`src/rtl/thirty_two_bit_fast_adder.sv`:
```
// Three independent 32-bit adders (lookahead, skip, select) with registered
// results and a registered disagreement flag.
module thirty_two_bit_fast_adder #(
    parameter int GROUP = 4
) (
    input  logic        clk,
    input  logic        rst,
    input  logic [31:0] a,
    input  logic [31:0] b,
    input  logic        c0,
    input  logic        in_valid,
    output logic [31:0] cla_sum,
    output logic        cla_cout,
    output logic [31:0] cskip_sum,
    output logic        cskip_cout,
    output logic [31:0] cselect_sum,
    output logic        cselect_cout,
    output logic        out_valid,
    output logic        mismatch
);

    localparam int NB = 32 / GROUP;

    logic [31:0]   cla_g;
    logic [31:0]   cla_p;
    logic [31:0]   cla_c;
    logic [31:0]   cla_s;
    logic [NB-1:0] cla_bg;
    logic [NB-1:0] cla_bp;
    logic [NB:0]   cla_bc;
    logic          cla_t;

    always_comb begin
        cla_g  = a & b;
        cla_p  = a ^ b;
        cla_c  = '0;
        cla_bg = '0;
        cla_bp = '1;
        cla_bc = '0;
        cla_t  = 1'b0;
        // group generate/propagate per block
        for (int k = 0; k < NB; k++) begin
            for (int i = 0; i < GROUP; i++) begin
                cla_t = cla_g[k*GROUP+i];
                for (int j = i + 1; j < GROUP; j++)
                    cla_t = cla_t & cla_p[k*GROUP+j];
                cla_bg[k] = cla_bg[k] | cla_t;
                cla_bp[k] = cla_bp[k] & cla_p[k*GROUP+i];
            end
        end
        // flat lookahead of every block carry-in from c0 and group terms
        for (int k = 0; k <= NB; k++) begin
            cla_t = c0;
            for (int j = 0; j < k; j++)
                cla_t = cla_t & cla_bp[j];
            cla_bc[k] = cla_t;
            for (int m = 0; m < k; m++) begin
                cla_t = cla_bg[m];
                for (int j = m + 1; j < k; j++)
                    cla_t = cla_t & cla_bp[j];
                cla_bc[k] = cla_bc[k] | cla_t;
            end
        end
        for (int k = 0; k < NB; k++) begin
            for (int i = 0; i < GROUP; i++) begin
                cla_t = cla_bc[k];
                for (int j = 0; j < i; j++)
                    cla_t = cla_t & cla_p[k*GROUP+j];
                cla_c[k*GROUP+i] = cla_t;
                for (int m = 0; m < i; m++) begin
                    cla_t = cla_g[k*GROUP+m];
                    for (int j = m + 1; j < i; j++)
                        cla_t = cla_t & cla_p[k*GROUP+j];
                    cla_c[k*GROUP+i] = cla_c[k*GROUP+i] | cla_t;
                end
            end
        end
        cla_s = cla_p ^ cla_c;
    end

    logic [31:0] sk_s;
    logic [NB:0] sk_bc;
    logic        sk_r;
    logic        sk_all;

    always_comb begin
        sk_s     = '0;
        sk_bc    = '0;
        sk_bc[0] = c0;
        sk_r     = 1'b0;
        sk_all   = 1'b0;
        for (int k = 0; k < NB; k++) begin
            sk_r   = sk_bc[k];
            sk_all = 1'b1;
            for (int i = 0; i < GROUP; i++) begin
                sk_s[k*GROUP+i] = a[k*GROUP+i] ^ b[k*GROUP+i] ^ sk_r;
                sk_r = (a[k*GROUP+i] & b[k*GROUP+i]) |
                       ((a[k*GROUP+i] ^ b[k*GROUP+i]) & sk_r);
                sk_all = sk_all & (a[k*GROUP+i] ^ b[k*GROUP+i]);
            end
            // a fully propagating block forwards its carry-in directly
            sk_bc[k+1] = sk_all ? sk_bc[k] : sk_r;
        end
    end

    logic [31:0]      sl_s;
    logic [NB:0]      sl_bc;
    logic             sl_r0;
    logic             sl_r1;
    logic [GROUP-1:0] sl_s0;
    logic [GROUP-1:0] sl_s1;

    always_comb begin
        sl_s     = '0;
        sl_bc    = '0;
        sl_bc[0] = c0;
        sl_r0    = 1'b0;
        sl_r1    = 1'b1;
        sl_s0    = '0;
        sl_s1    = '0;
        for (int k = 0; k < NB; k++) begin
            if (k == 0) begin
                sl_r0 = c0;
                for (int i = 0; i < GROUP; i++) begin
                    sl_s[i] = a[i] ^ b[i] ^ sl_r0;
                    sl_r0 = (a[i] & b[i]) | ((a[i] ^ b[i]) & sl_r0);
                end
                sl_bc[1] = sl_r0;
            end else begin
                sl_r0 = 1'b0;
                sl_r1 = 1'b1;
                for (int i = 0; i < GROUP; i++) begin
                    sl_s0[i] = a[k*GROUP+i] ^ b[k*GROUP+i] ^ sl_r0;
                    sl_s1[i] = a[k*GROUP+i] ^ b[k*GROUP+i] ^ sl_r1;
                    sl_r0 = (a[k*GROUP+i] & b[k*GROUP+i]) |
                            ((a[k*GROUP+i] ^ b[k*GROUP+i]) & sl_r0);
                    sl_r1 = (a[k*GROUP+i] & b[k*GROUP+i]) |
                            ((a[k*GROUP+i] ^ b[k*GROUP+i]) & sl_r1);
                end
                sl_s[k*GROUP +: GROUP] = sl_bc[k] ? sl_s1 : sl_s0;
                sl_bc[k+1] = sl_bc[k] ? sl_r1 : sl_r0;
            end
        end
    end

    logic [32:0] cla_res;
    logic [32:0] sk_res;
    logic [32:0] sl_res;
    logic        differ;

    assign cla_res = {cla_bc[NB], cla_s};
    assign sk_res  = {sk_bc[NB], sk_s};
    assign sl_res  = {sl_bc[NB], sl_s};
    assign differ  = (cla_res != sk_res) || (cla_res != sl_res);

    always_ff @(posedge clk or posedge rst) begin
        if (rst) begin
            cla_sum      <= '0;
            cla_cout     <= 1'b0;
            cskip_sum    <= '0;
            cskip_cout   <= 1'b0;
            cselect_sum  <= '0;
            cselect_cout <= 1'b0;
            out_valid    <= 1'b0;
            mismatch     <= 1'b0;
        end else begin
            out_valid <= in_valid;
            if (in_valid) begin
                {cla_cout, cla_sum}         <= cla_res;
                {cskip_cout, cskip_sum}     <= sk_res;
                {cselect_cout, cselect_sum} <= sl_res;
                mismatch                    <= differ;
            end
        end
    end

endmodule

```
`config.mk`:
```
export PLATFORM = sky130hd
export DESIGN_NAME = thirty_two_bit_fast_adder
export DESIGN_NICKNAME = d
export VERILOG_FILES = /design/src/rtl/thirty_two_bit_fast_adder.sv
export SDC_FILE = /design/constraint.sdc
export NUM_CORES = 1
export LEC_CHECK = 0
export ABC_AREA = 1
export BUFFER_PORTS_ARGS = -buffer_cell sky130_fd_sc_hd__buf_2
export CAP_MARGIN = 25
export CORE_UTILIZATION = 40
export CTS_CLUSTER_DIAMETER = 30
export DETAILED_ROUTE_END_ITERATION = 6
export GPL_TIMING_DRIVEN = 0
export SYNTH_ARGS = -nofsm -noshare
export SYNTH_HDL_FRONTEND = slang
export SYNTH_SLANG_ARGS = --single-unit
```
`constraint.sdc`:
```
create_clock -name clk -period 4 [get_ports clk]
set_input_delay 0.6 -clock clk [delete_from_list [all_inputs] [get_ports clk]]
set_output_delay 0.6 -clock clk [all_outputs]
set_load 0.03 [all_outputs]
```
==> results summary <==
Clock-pin slew was measured on the worst setup and hold paths at 0.07 ns. The die boundary width is 137.9 um. The post-route total power came out at 4.243 mW. The internal power component came out at 2.428 mW.

The arrival time reported for the critical path endpoint is 14.23 ns. Before CTS, the worst setup slack after placement is -10.56 ns. During placement, the flow inserted port buffers numbering 168.

The number of routed nets with antenna violations came out at 0. Setup repair after global routing could not meet its margin everywhere. The number of failing hold endpoints at the final stage came to 0. The kind of start point of the critical path is a primary input. The total half-perimeter wirelength after legalization and detailed placement came out at 18.06 mm. Broken down by cell family, the worst path's largest delay share belongs to adder cells.

The number of nets in the layout came out at 1290. The die boundary height is 137.9 um. The top-level I/O count came out at 169. STA classifies the critical path endpoint as a flop. The tree is rooted in a clkbuf_16. Buffers inserted to repair hold after CTS numbered 0. The final routed DRC violation total is 0. Among all stages on the critical path, the largest delay is contributed by fa_2.

In the synthesized netlist, the number of instances is 897. After synthesis, flip-flops and latches occupy 32.16% of the total area. The share of power burned in the clock network is 22.5%. The number of pins with negative max-slew slack in the final report came out at 0.

The most numerous cell type found on the critical path is fa_2. The peak ir drop on the vdd network came out at 233.4 uV. The number of placed instances, taps included, is 1295. The TritonCTS sink count is 95. The final worst setup slack is -9.980 ns. The H-tree was split into 3 levels.

The top fanout value on the critical path is 3. The area enclosed by the die boundary is 19030 um2. The post-route netlist has 32.86% of its cells at a drive strength greater than 1. The first-iteration detailed-routing DRC count is 390. The post-route non-filler standard cell count is 1349.

The later pin in the worst-skew pair is clocked with a latency of 0.36 ns. The clock tree from TritonCTS is done. In this run, distinct cell masters in the synthesized netlist total 33. The via count of the routed design is 6751. The placed instance area is 8723 um2. The total length of routed wires came out at 23.07 mm. The number of flip-flops and latches in the synthesized netlist came out at 95. The post-route cell area is 9706 um2. The number of antenna diodes in the final layout is 0. The remaining global-route overflow came out at 0.

The total standard cell area after synthesis is 7392 um2. The logic gate share of total power is 47.9%. For the pin with the worst max-slew slack, the measured transition is 0.8399 ns. Routability-driven placement finished with a final weighted congestion of 0.8366.

The clock passes through at most 2 buffers. The final-report setup violation count is 50. The number of buffers and inverters on the critical path came out at 5.

The total of warnings raised by yosys came out at 0. The sequential power share is 29.6%. The initial antenna violation count came out at 0. The checks that failed: setup timing. Using the TritonRoute via totals, the vias-per-cell ratio works out to 5.004.

The clock period minus worst slack is 13.98 ns. Dividing the detail-routed wire length by the instance count gives 17.10 um. The static leakage came out at 4.944 nW. Dividing total power by cell area gives a power density of 437.2 nW/um2.

The synthesized area per cell is 8.241 um2. By startpoint and endpoint, the worst setup path is classified as in -> reg. The count of standard-cell rows is 49. The tool flagged a number of max-cap violations equal to 0. The worst pin sits at a relative slew slack of 44.01%. The pin count of the biggest net entering global routing is 61. Across every metal layer, demand over resource in global routing totals 25.32%. The net count after synthesis is 1072. The run finished, with violations left. The maximum clock rate came out at 0.07153 GHz.

The post-layout utilization of the core is 53.85%. The path class of the tightest hold or removal check is in -> async. The worst path uses 349.5% of the clock period. The core region is 18020 um2. The first global-routing pass estimated 35.10 mm of wire. The number of clock buffers inserted by TritonCTS is 9. The worst clock skew came out at 0 ns. The switching power total is 1.816 mW. The number of iterations in the first detailed-routing pass is 5.

The area added between synthesis and finish came out at 31.30%. The required time at the endpoint of the critical path came out at 4.25 ns. The initial cell density of the core came out at 41.01%. The switching power as a share of total power came out at 42.79%.

The number of global-route vias before repair came to 6518. The worst stage delay on the critical path came out at 0.58 ns.
-- cells by family (layout without fill, tap and decap cells) --
group / after synthesis / count (layout) / share of synthesized area (%)
compound gates: 125 / 125 / 8.717
xor+xnor: 48 / 48 / 5.687
flops: 95 / 95 / 32.16
fa+ha+maj: 107 / 107 / 24.20
simple gates: 361 / 361 / 20.73
buf+inv: 161 / 384 / 8.497
-- registers in the layout, indices dropped and copies added (netlist names) --
| register | count |
|---|---|
| out_valid | 1 |
| cskip_sum | 28 |
| cla_cout | 1 |
| cselect_cout | 1 |
| cla_sum | 30 |
| cselect_sum | 32 |
| cskip_cout | 1 |
| mismatch | 1 |
-- through the flow --
stage          TNS, ns  hold slack, ns
6_report       -223.25          0.2774
5_1_grt        -234.83          0.3259
4_1_cts        -214.31          0.2937
3_5_place_dp   -241.09          0.4710
3_3_place_gp   -276.81          0.4638
2_1_floorplan  -210.08          0.6314
-- power groups by stage --
stage	combinational, mW	sequential [mW]	clock, mW
detailed placement	1.85	1.27	0
global placement	1.83	1.27	0
CTS	1.94	1.25	0.969
global route	2.22	1.27	0.996
floorplan	0.895	1.61	0
finish	2.03	1.25	0.955
-- synthesized netlist by cell type (all sizes together) --
library cell | count | share of area, %
inv | 135 | 6.9
o21bai | 2 | 0.20
a31oi | 2 | 0.17
a21oi | 17 | 1.2
xnor2 | 15 | 1.8
nand3b | 5 | 0.56
clkbuf | 17 | 0.86
dfrtp | 95 | 32
fa | 60 | 16
nand3 | 36 | 2.6
and2 | 3 | 0.25
o211ai | 1 | 0.10
o22ai | 2 | 0.17
nand4 | 17 | 1.4
nor2 | 50 | 2.7
buf | 9 | 0.78
o21a | 1 | 0.10
nand2 | 234 | 12
or2 | 11 | 0.93
nor3 | 4 | 0.27
ha | 47 | 8.0
xor2 | 33 | 3.9
or3 | 1 | 0.085
o21ai | 100 | 6.8
-- layout make-up --
class	instances	area (um2)
Clock buffer	11	232.7
Buffer	26	121.4
Timing Repair Buffer	207	1225
Sequential cell	95	2377
Inverter	135	509.2
Multi-Input combinational cell	641	4871
Fill cell	1718	8319
Tap cell	229	286.5
Clock inverter	5	82.58
-- cells in the final DEF, fill, tap and decap left out, types with 6 or more instances in the layout --
| master | Yosys | routed |
|---|---|---|
| xnor2_1 | 15 | 14 |
| o21ai_1 | 1 | 24 |
| nand2_2 | 2 | 11 |
| nand3_1 | 34 | 34 |
| ha_1 | 47 | 47 |
| o21ai_2 | 0 | 27 |
| inv_1 | 134 | 128 |
| a21oi_1 | 16 | 10 |
| nor2_2 | 4 | 6 |
| xor2_1 | 33 | 29 |
| dfrtp_1 | 95 | 95 |
| buf_6 | 0 | 13 |
| inv_2 | 1 | 6 |
| o21ai_0 | 99 | 48 |
| fa_2 | 0 | 53 |
| or2_2 | 11 | 9 |
| buf_4 | 6 | 32 |
| buf_2 | 1 | 166 |
| fa_1 | 60 | 7 |
| clkbuf_1 | 17 | 19 |
| nand4_1 | 17 | 17 |
| clkbuf_16 | 0 | 9 |
| nor2_1 | 46 | 39 |
| nand2_1 | 232 | 222 |
-- final timing paths --
check / startpoint / end / slack [ns] / cells after the start
min: rst / cselect_sum[1] / 0.28 / 2
min in group clk: in_valid / out_valid / 0.40 / 1
max reg2reg: cla_sum[20] / cla_sum[20] / 3.29 / 1
max in group asynchronous: rst / cselect_sum[22] / 3.04 / 3
max: c0 / mismatch / -9.98 / 59
min reg2reg: cskip_sum[8] / cskip_sum[8] / 0.48 / 2
-- timing repair --
item	in CTS	in global routing
setup buffers	27	13
gates resized for setup	64	51
pin swaps	40	38
gates cloned	0	0
endpoints found under the setup margin	49	50
-- metal layers --
| metal | global-route usage, % | up-vias | wire length [um] |
|---|---|---|---|
| met3 | 3.984 | 37 | 1301 |
| met2 | 40.69 | 222 | 10840 |
| met5 | 0 | - | 0 |
| met1 | 34.41 | 3238 | 10280 |
| li1 | - | 3254 | - |
| met4 | 9.239 | 0 | 645 |
No activity file was read; power rests on OpenSTA's default activity.
